$ cat src/rtl/tick_sched_pkg.sv
// Shared constants and FSM encoding for the tick scheduler.
package tick_sched_pkg;

    localparam int IDX_SAMPLE = 0;
    localparam int IDX_FILT   = 1;
    localparam int IDX_ADSR   = 2;
    localparam int NUM_REQ    = 3;

    typedef enum logic {
        ST_IDLE  = 1'b0,
        ST_GRANT = 1'b1
    } state_t;

endpackage

$ cat src/rtl/prio_pick.sv
// Fixed-priority one-hot selector; lowest set index wins.
module prio_pick
    import tick_sched_pkg::*;
(
    input  logic [NUM_REQ-1:0] req,
    output logic [NUM_REQ-1:0] gnt
);

    // Isolate the lowest set bit.
    always_comb begin
        gnt = req & (~req + NUM_REQ'(1));
    end

endmodule

$ cat src/rtl/tick_sched.sv
// Clock-enable scheduler: phase counter, rate ticks and
// fixed-priority arbitration of one shared arithmetic unit.
module tick_sched
    import tick_sched_pkg::*;
#(
    parameter int SAMPLE_LOG2 = 9,
    parameter int FILT_LOG2   = 4,
    parameter int ADSR_LOG2   = 18
) (
    input  logic                 clk,
    input  logic                 arst_n,
    input  logic                 en,
    input  logic                 clr,
    input  logic                 done,
    input  logic                 ovr_clr,
    output logic [NUM_REQ-1:0]   tick,
    output logic [NUM_REQ-1:0]   grant,
    output logic                 busy,
    output logic [NUM_REQ-1:0]   overrun,
    output logic [ADSR_LOG2-1:0] phase
);

    localparam int W = ADSR_LOG2;

    state_t             state;
    state_t             state_nxt;
    logic [NUM_REQ-1:0] pending;
    logic [NUM_REQ-1:0] pend_nxt;
    logic [NUM_REQ-1:0] due;
    logic [NUM_REQ-1:0] fin;
    logic [NUM_REQ-1:0] ovr_evt;
    logic [NUM_REQ-1:0] ovr_nxt;
    logic [NUM_REQ-1:0] pick;
    logic [NUM_REQ-1:0] grant_nxt;

    always_comb begin
        due             = '0;
        due[IDX_SAMPLE] = &phase[SAMPLE_LOG2-1:0];
        due[IDX_FILT]   = &phase[FILT_LOG2-1:0];
        due[IDX_ADSR]   = &phase[ADSR_LOG2-1:0];
        due             = due & {NUM_REQ{en & ~clr}};
    end

    // A job that completes on the same edge it is re-requested
    // simply stays pending; only an unserved repeat is an overrun.
    always_comb begin
        fin      = (state == ST_GRANT && done) ? grant : '0;
        ovr_evt  = due & pending & ~fin;
        ovr_nxt  = (ovr_clr ? '0 : overrun) | ovr_evt;
        pend_nxt = (pending & ~fin) | due;
        if (clr) begin
            pend_nxt = '0;
        end
    end

    prio_pick u_pick (
        .req (pending),
        .gnt (pick)
    );

    always_comb begin
        state_nxt = state;
        grant_nxt = grant;
        unique case (state)
            ST_IDLE: begin
                if (|pending) begin
                    grant_nxt = pick;
                    state_nxt = ST_GRANT;
                end
            end
            ST_GRANT: begin
                if (done) begin
                    grant_nxt = '0;
                    state_nxt = ST_IDLE;
                end
            end
            default: begin
                grant_nxt = '0;
                state_nxt = ST_IDLE;
            end
        endcase
        if (clr) begin
            grant_nxt = '0;
            state_nxt = ST_IDLE;
        end
    end

    always_ff @(posedge clk or negedge arst_n) begin
        if (!arst_n) begin
            state <= ST_IDLE;
            grant <= '0;
            busy  <= 1'b0;
        end else begin
            state <= state_nxt;
            grant <= grant_nxt;
            busy  <= |grant_nxt;
        end
    end

    always_ff @(posedge clk or negedge arst_n) begin
        if (!arst_n) begin
            phase   <= '0;
            tick    <= '0;
            pending <= '0;
            overrun <= '0;
        end else begin
            if (clr) begin
                phase <= '0;
            end else if (en) begin
                phase <= phase + W'(1);
            end
            tick    <= due;
            pending <= pend_nxt;
            overrun <= ovr_nxt;
        end
    end

endmodule

$ cat config.mk
export PLATFORM = sky130hd
export DESIGN_NAME = tick_sched
export DESIGN_NICKNAME = d
export VERILOG_FILES = /design/src/rtl/tick_sched_pkg.sv /design/src/rtl/prio_pick.sv /design/src/rtl/tick_sched.sv
export SDC_FILE = /design/constraint.sdc
export NUM_CORES = 1
export LEC_CHECK = 0
export ABC_AREA = 1
export CAP_MARGIN = 10
export CORE_MARGIN = 2
export CORE_UTILIZATION = 35
export CTS_CLUSTER_SIZE = 40
export DETAILED_ROUTE_END_ITERATION = 10
export PLACE_DENSITY = 0.71
export RECOVER_POWER = 50
export SLEW_MARGIN = 0
export SYNTH_ARGS = -nofsm -noshare
export SYNTH_HDL_FRONTEND = slang
export SYNTH_SLANG_ARGS = --single-unit
$ cat constraint.sdc
create_clock -name clk -period 1.5 [get_ports clk]
set_clock_uncertainty 0.1 [all_clocks]
set_input_delay 0.3 -clock clk [delete_from_list [all_inputs] [get_ports clk]]
set_output_delay 0.3 -clock clk [all_outputs]
set_load 0.05 [all_outputs]
# After elaboration in Yosys (flattened, before gate mapping)
# Cells that the tools add are included.
# op_classes
n_addsub	2
mux	13
bitwise	12
reduce_logical	7
# op_table
cell	n
$mux W18	2
$add A18 B1 Y18 const B	1
$mux W3	6
$reduce_and A18 Y1	1
$and A3 B3 Y3	5
$reduce_and A9 Y1	1
$not A3 Y3	2
$or A3 B3 Y3	2
$pmux W3 S2	1
$reduce_or A3 Y1	2
$reduce_and A4 Y1	1
$add A3 B1 Y3 const B	1
$mux W1	3
$not A1 Y1	2
$pmux W1 S2	1
$reduce_bool A2 Y1	1
$and A1 B1 Y1	1
$logic_and A1 B1 Y1	1
# word_totals
reg_bits	32
in_bits	6
output_inout_bits	28
elab_cells	41

# Logic depth before layout (Yosys ltp)
# logic_depth
word_depth	7
mapped_depth	9
mapped_depth_nobuf	9

# By module
# From an unflattened synthesis, not the netlist that was laid out.
# hier_totals
hier_cells	218
hier_area_um2	1664.1
# modules_own_cells
mod	n_inst	cells_each	area_each_um2	seq_area_each_um2
tick_sched	1	212	1635.3	800.8
prio_pick	1	6	28.8	0.0

# Worst setup path before layout
# No wires, ideal clock.
# synth_path
path_kind	reg-to-reg
from	register phase[0]
to	register phase[8]
setup_ns	0.121
arrival_ns	1.670
required_ns	1.279
path_slack_ns	-0.391
stages_incl_launch_ff	8
path_buffers	0
synth_period_minus_slack_ns	1.891
cell_sequence	dfrtp_1 > ha_1 > nand2_1 > nor2_2 > nand2_1 > inv_2 > ha_1 > a22o_1
# synth_via
elab_chain_len	3
# synth_lines
item	line	rtl
start: declaration	tick_sched.sv:20	output logic [ADSR_LOG2-1:0] phase
start signal: assignment	tick_sched.sv:110	phase <= phase + W'(1);
$add A18 B1 Y18	tick_sched.sv:110	
$mux W18	tick_sched.sv:109	end else if (en) begin
$mux W18	tick_sched.sv:107	if (clr) begin
# No other way between the ends. The select of a mux whose other input is x is not followed.
# A chain may end at the register's enable or synchronous reset.

# Worst setup path after layout
# layout_path
from	register phase[1]
to	register phase[8]
# Same word-level chain as after synthesis.

==> implementation parameters <==
Parameter                              Value

Power and ir drop
  Areal power density over the cells    704 mW/mm2
  Internal power    1300 uW
  Switching Fraction    0.233
  Combinational share of power    0.083
  Share of power burned in the clock network    0.400
  Worst VDD drop    499 uV
  Proportion of power drawn by flip-flops and latches    0.517
  LEAKAGE    0.00117 uW
  Sw Pwr    395 uW

Worst setup path
  Most Frequent Cell on Critical Path    sky130_fd_sc_hd__ha_4
  Longest individual stage delay on the worst path    0.43 ns
  Arrival time of the worst setup path    1.53 ns
  Slowest CP cell    sky130_fd_sc_hd__dfrtp_2
  Startpoint-to-endpoint class of the critical path    register to register
  Data required time at the worst endpoint    1.57 ns
  Worst Path Max Fanout    4
  CP Capture Type    register
  Startpoint types    register
  Critical Path, Cell by Cell    ha_4 -> nand2_4 -> nor2_4 -> nand2_2 -> inv_4 -> ha_4 -> a22o_1

Route
  Uppermost signal routing layer after detailed routing    met4
  Drt initial violations    105
  Avg WL per Cell    11.7 um
  ANT nets after route    0
  Post-detailed-routing wire length    3.58 mm
  Routed metal-1 wire length    1.61 mm
  Routed length on met3    212 um
  DRC    0
  Detailed-routed wire length on met2    1.67 mm
  Routed vias    1462
  First drt pass iteration count    4
  Mean number of vias per cell    4.78

GRT
  Number of global-route vias before repair    1390
  Global-route wire length before repair    6.04 mm
  Antenna violations before repair    0
  Grt total ovfl    0
  Largest net degree at the start of global routing    33
  Global routing usage summed across all routing layers    0.155

Place
  IO Port Bufs    33
  Number of instances in the placed design    298
  Area after detailed placement    0.00244 mm2
  Routability Congestion    0.852
  Detailed Place HPWL    2.71 mm

Logic synthesis
  Post-Synthesis Net Count    203
  Flip-flop and latch count after synthesis    32
  Number of library cell types mapped by synthesis    27
  Post-Syn Area    0.00158 mm2
  Main area contributors after synthesis    sky130_fd_sc_hd__dfrtp_1 51%, sky130_fd_sc_hd__nand2_1 11%, sky130_fd_sc_hd__nor2_1 6.9%
  Mean cell area of the mapped netlist    8.09 um2
  Count of synthesis-stage warnings from yosys    0
  Post-synth EDFFs    0
  Leading register cell type out of synthesis    sky130_fd_sc_hd__dfrtp_1
  Portion of the post-synthesis area used by sequential elements    0.508
  Yosys top cell by area    sky130_fd_sc_hd__dfrtp_1
  Asr flop ratio synth    1.00
  Synth top area share    0.508
  Syn Inst Count    195
  Most instantiated cells after synthesis    46 x sky130_fd_sc_hd__nand2_1, 32 x sky130_fd_sc_hd__dfrtp_1, 29 x sky130_fd_sc_hd__nor2_1
  Most repeated cell in the gate-level netlist after synthesis    sky130_fd_sc_hd__nand2_1

Status
  Outcome    finished clean

Die
  Die height    71.1 um
  Row Count    24
  DIE WIDTH    71.1 um
  Core footprint    0.00435 mm2
  Count of pins on the block boundary    34
  Effective utilization at floorplan    0.362
  Die outline area    0.00506 mm2

CTS
  CTS tree    done
  H-tree Lvls    2
  Root Buffer Master    sky130_fd_sc_hd__clkbuf_8
  Count of clock tree sinks    32
  Count of hold buffers inserted by post-cts repair    0
  Clock latency of the later-clocked register in the worst-skew pair    0.29 ns
  Number of buffers created by CTS    5
  Clock-pin slew of the registers on the worst-case setup and hold paths    0.06 ns
  Max clock buf depth    2

Timing
  Setup violation total in the final timing report    0
  Relative slew slack    0.479
  Final count of hold timing violations    0
  Post-route minimum period    1.45 ns
  Final Cycle Share    0.969
  Final Max Slew Viols    0
  Slew of the pin with the lowest slew margin    0.782 ns
  Achievable clock frequency    688 MHz
  Unrepaired setup endpoints after global routing    yes

Final layout
  Layout area overhead    52.3%
  Number of cells in the finished layout apart from fillers    306
  Share of final-layout standard cells stronger than drive strength 1    0.350
  Nets@finish    261
  Antenna fix cells    0
  Final Instance Area    0.00240 mm2

Hold path
  Worst hold path class    register to register

Flow run
  Maximum Capacitance Violations    0
==> power by group through the flow <==
stage | clock (uW) | combinational [uW] | sequential [uW]
2_1_floorplan | 0 | 32.1 | 907
3_3_place_gp | 0 | 144 | 889
3_5_place_dp | 0 | 146 | 889
4_1_cts | 704 | 146 | 873
5_1_grt | 742 | 153 | 873
6_report | 677 | 140 | 874
==> cell type report <==
| cell class | instances | area (um2) |
|---|---|---|
| clock inverter | 2 | 10.0 |
| inverter | 28 | 110 |
| clock buffer | 6 | 82.6 |
| tap | 52 | 65.1 |
| timing repair buffer | 54 | 619 |
| sequential | 32 | 812 |
| fill | 379 | 1950 |
| multi-input combinational | 132 | 704 |
==> kinds of logic (layout without fill, tap and decap cells) <==
kind of cell	Yosys count	in the layout	share of synthesized area
DFF	32	32	0.508
and+or+nand+nor	102	102	0.295
AOI/OAI and AO/OA	28	28	0.101
adders and majority gates	2	2	0.0159
buffers and inverters	31	90	0.0809
==> layer usage <==
| layer | track usage | vias up |
|---|---|---|
| met4 | 0.0818 | 0 |
| met2 | 0.237 | 43 |
| met3 | 0.0470 | 7 |
| met5 | 0 | - |
| met1 | 0.199 | 680 |
| li1 | - | 732 |
==> registers in the layout, summed over array words and instances (netlist names) <==
signal and cells:
overrun 3, grant 3, pending 3, state 1, phase 18, busy 1
tick 3
==> metrics by stage <==
step	setup WS [ns]	power, uW	hold WS (ns)	utilization	setup TNS, ns
floorplan	-0.182	939	-0.0956	-	-0.851
global placement	-0.185	1030	0.422	0.561	-2.59
detailed placement	-0.246	1040	0.428	0.561	-3.35
CTS	0.0146	1720	0.285	0.584	0
global route	-0.00540	1770	0.463	0.552	-0.00694
finish	0.0466	1690	0.436	0.552	0
==> path summary, 6_finish.rpt <==
check | from | to | slack, ns | cells past startpoint
setup / recovery | phase[1] | phase[8] | 0.05 | 7
hold / removal | phase[6] | phase[6] | 0.44 | 1
setup reg to reg | phase[1] | phase[8] | 0.05 | 7
hold reg to reg | phase[6] | phase[6] | 0.44 | 1
max in group asynchronous | arst_n | phase[10] | 0.22 | 2
min in group asynchronous | arst_n | tick[2] | 0.53 | 2
==> placed cells by master, fill, tap and decap left out <==
master                            instances
sky130_fd_sc_hd__nor2_1                  28
sky130_fd_sc_hd__nand2_1                 43
sky130_fd_sc_hd__o21ai_1                  3
sky130_fd_sc_hd__nor2_4                   3
sky130_fd_sc_hd__nand2_4                  1
sky130_fd_sc_hd__clkdlybuf4s50_1          4
sky130_fd_sc_hd__nand3_1                 13
sky130_fd_sc_hd__nand3_2                  2
sky130_fd_sc_hd__nand2_2                  4
sky130_fd_sc_hd__clkbuf_2                11
sky130_fd_sc_hd__o22ai_1                  2
sky130_fd_sc_hd__buf_4                   18
sky130_fd_sc_hd__inv_1                   25
sky130_fd_sc_hd__nor2_8                   1
sky130_fd_sc_hd__inv_2                    1
sky130_fd_sc_hd__o22ai_2                  1
sky130_fd_sc_hd__buf_12                  18
sky130_fd_sc_hd__clkinv_2                 2
sky130_fd_sc_hd__dfrtp_2                  9
sky130_fd_sc_hd__clkbuf_8                 6
sky130_fd_sc_hd__nand4_1                  1
sky130_fd_sc_hd__buf_6                    1
sky130_fd_sc_hd__dlygate4sd3_1            1
sky130_fd_sc_hd__nor3_1                   1
sky130_fd_sc_hd__nor2_2                   4
sky130_fd_sc_hd__inv_4                    2
sky130_fd_sc_hd__ha_4                     2
sky130_fd_sc_hd__a22o_1                   1
sky130_fd_sc_hd__clkbuf_4                 1
sky130_fd_sc_hd__a31oi_1                  1
sky130_fd_sc_hd__a21oi_1                  8
sky130_fd_sc_hd__nand3_4                  1
sky130_fd_sc_hd__a21oi_2                  1
sky130_fd_sc_hd__o21ai_0                 11
sky130_fd_sc_hd__dfrtp_1                 23
==> timing repair <==
item                                    in CTS  in global routing
endpoints found under the setup margin       1                  6
pin swaps                                    0                  3
setup buffers                                0                  0
gates resized for setup                      2                  7
==> critical path, delay by kind of cell, from the launching register on <==
family,cells,cell delay [ns]
simple gates,3,0.19
buf+inv,1,0.05
fa+ha+maj,2,0.39
compound gates,1,0.18
flops,1,0.43
Power figures use the tool's default switching activity.
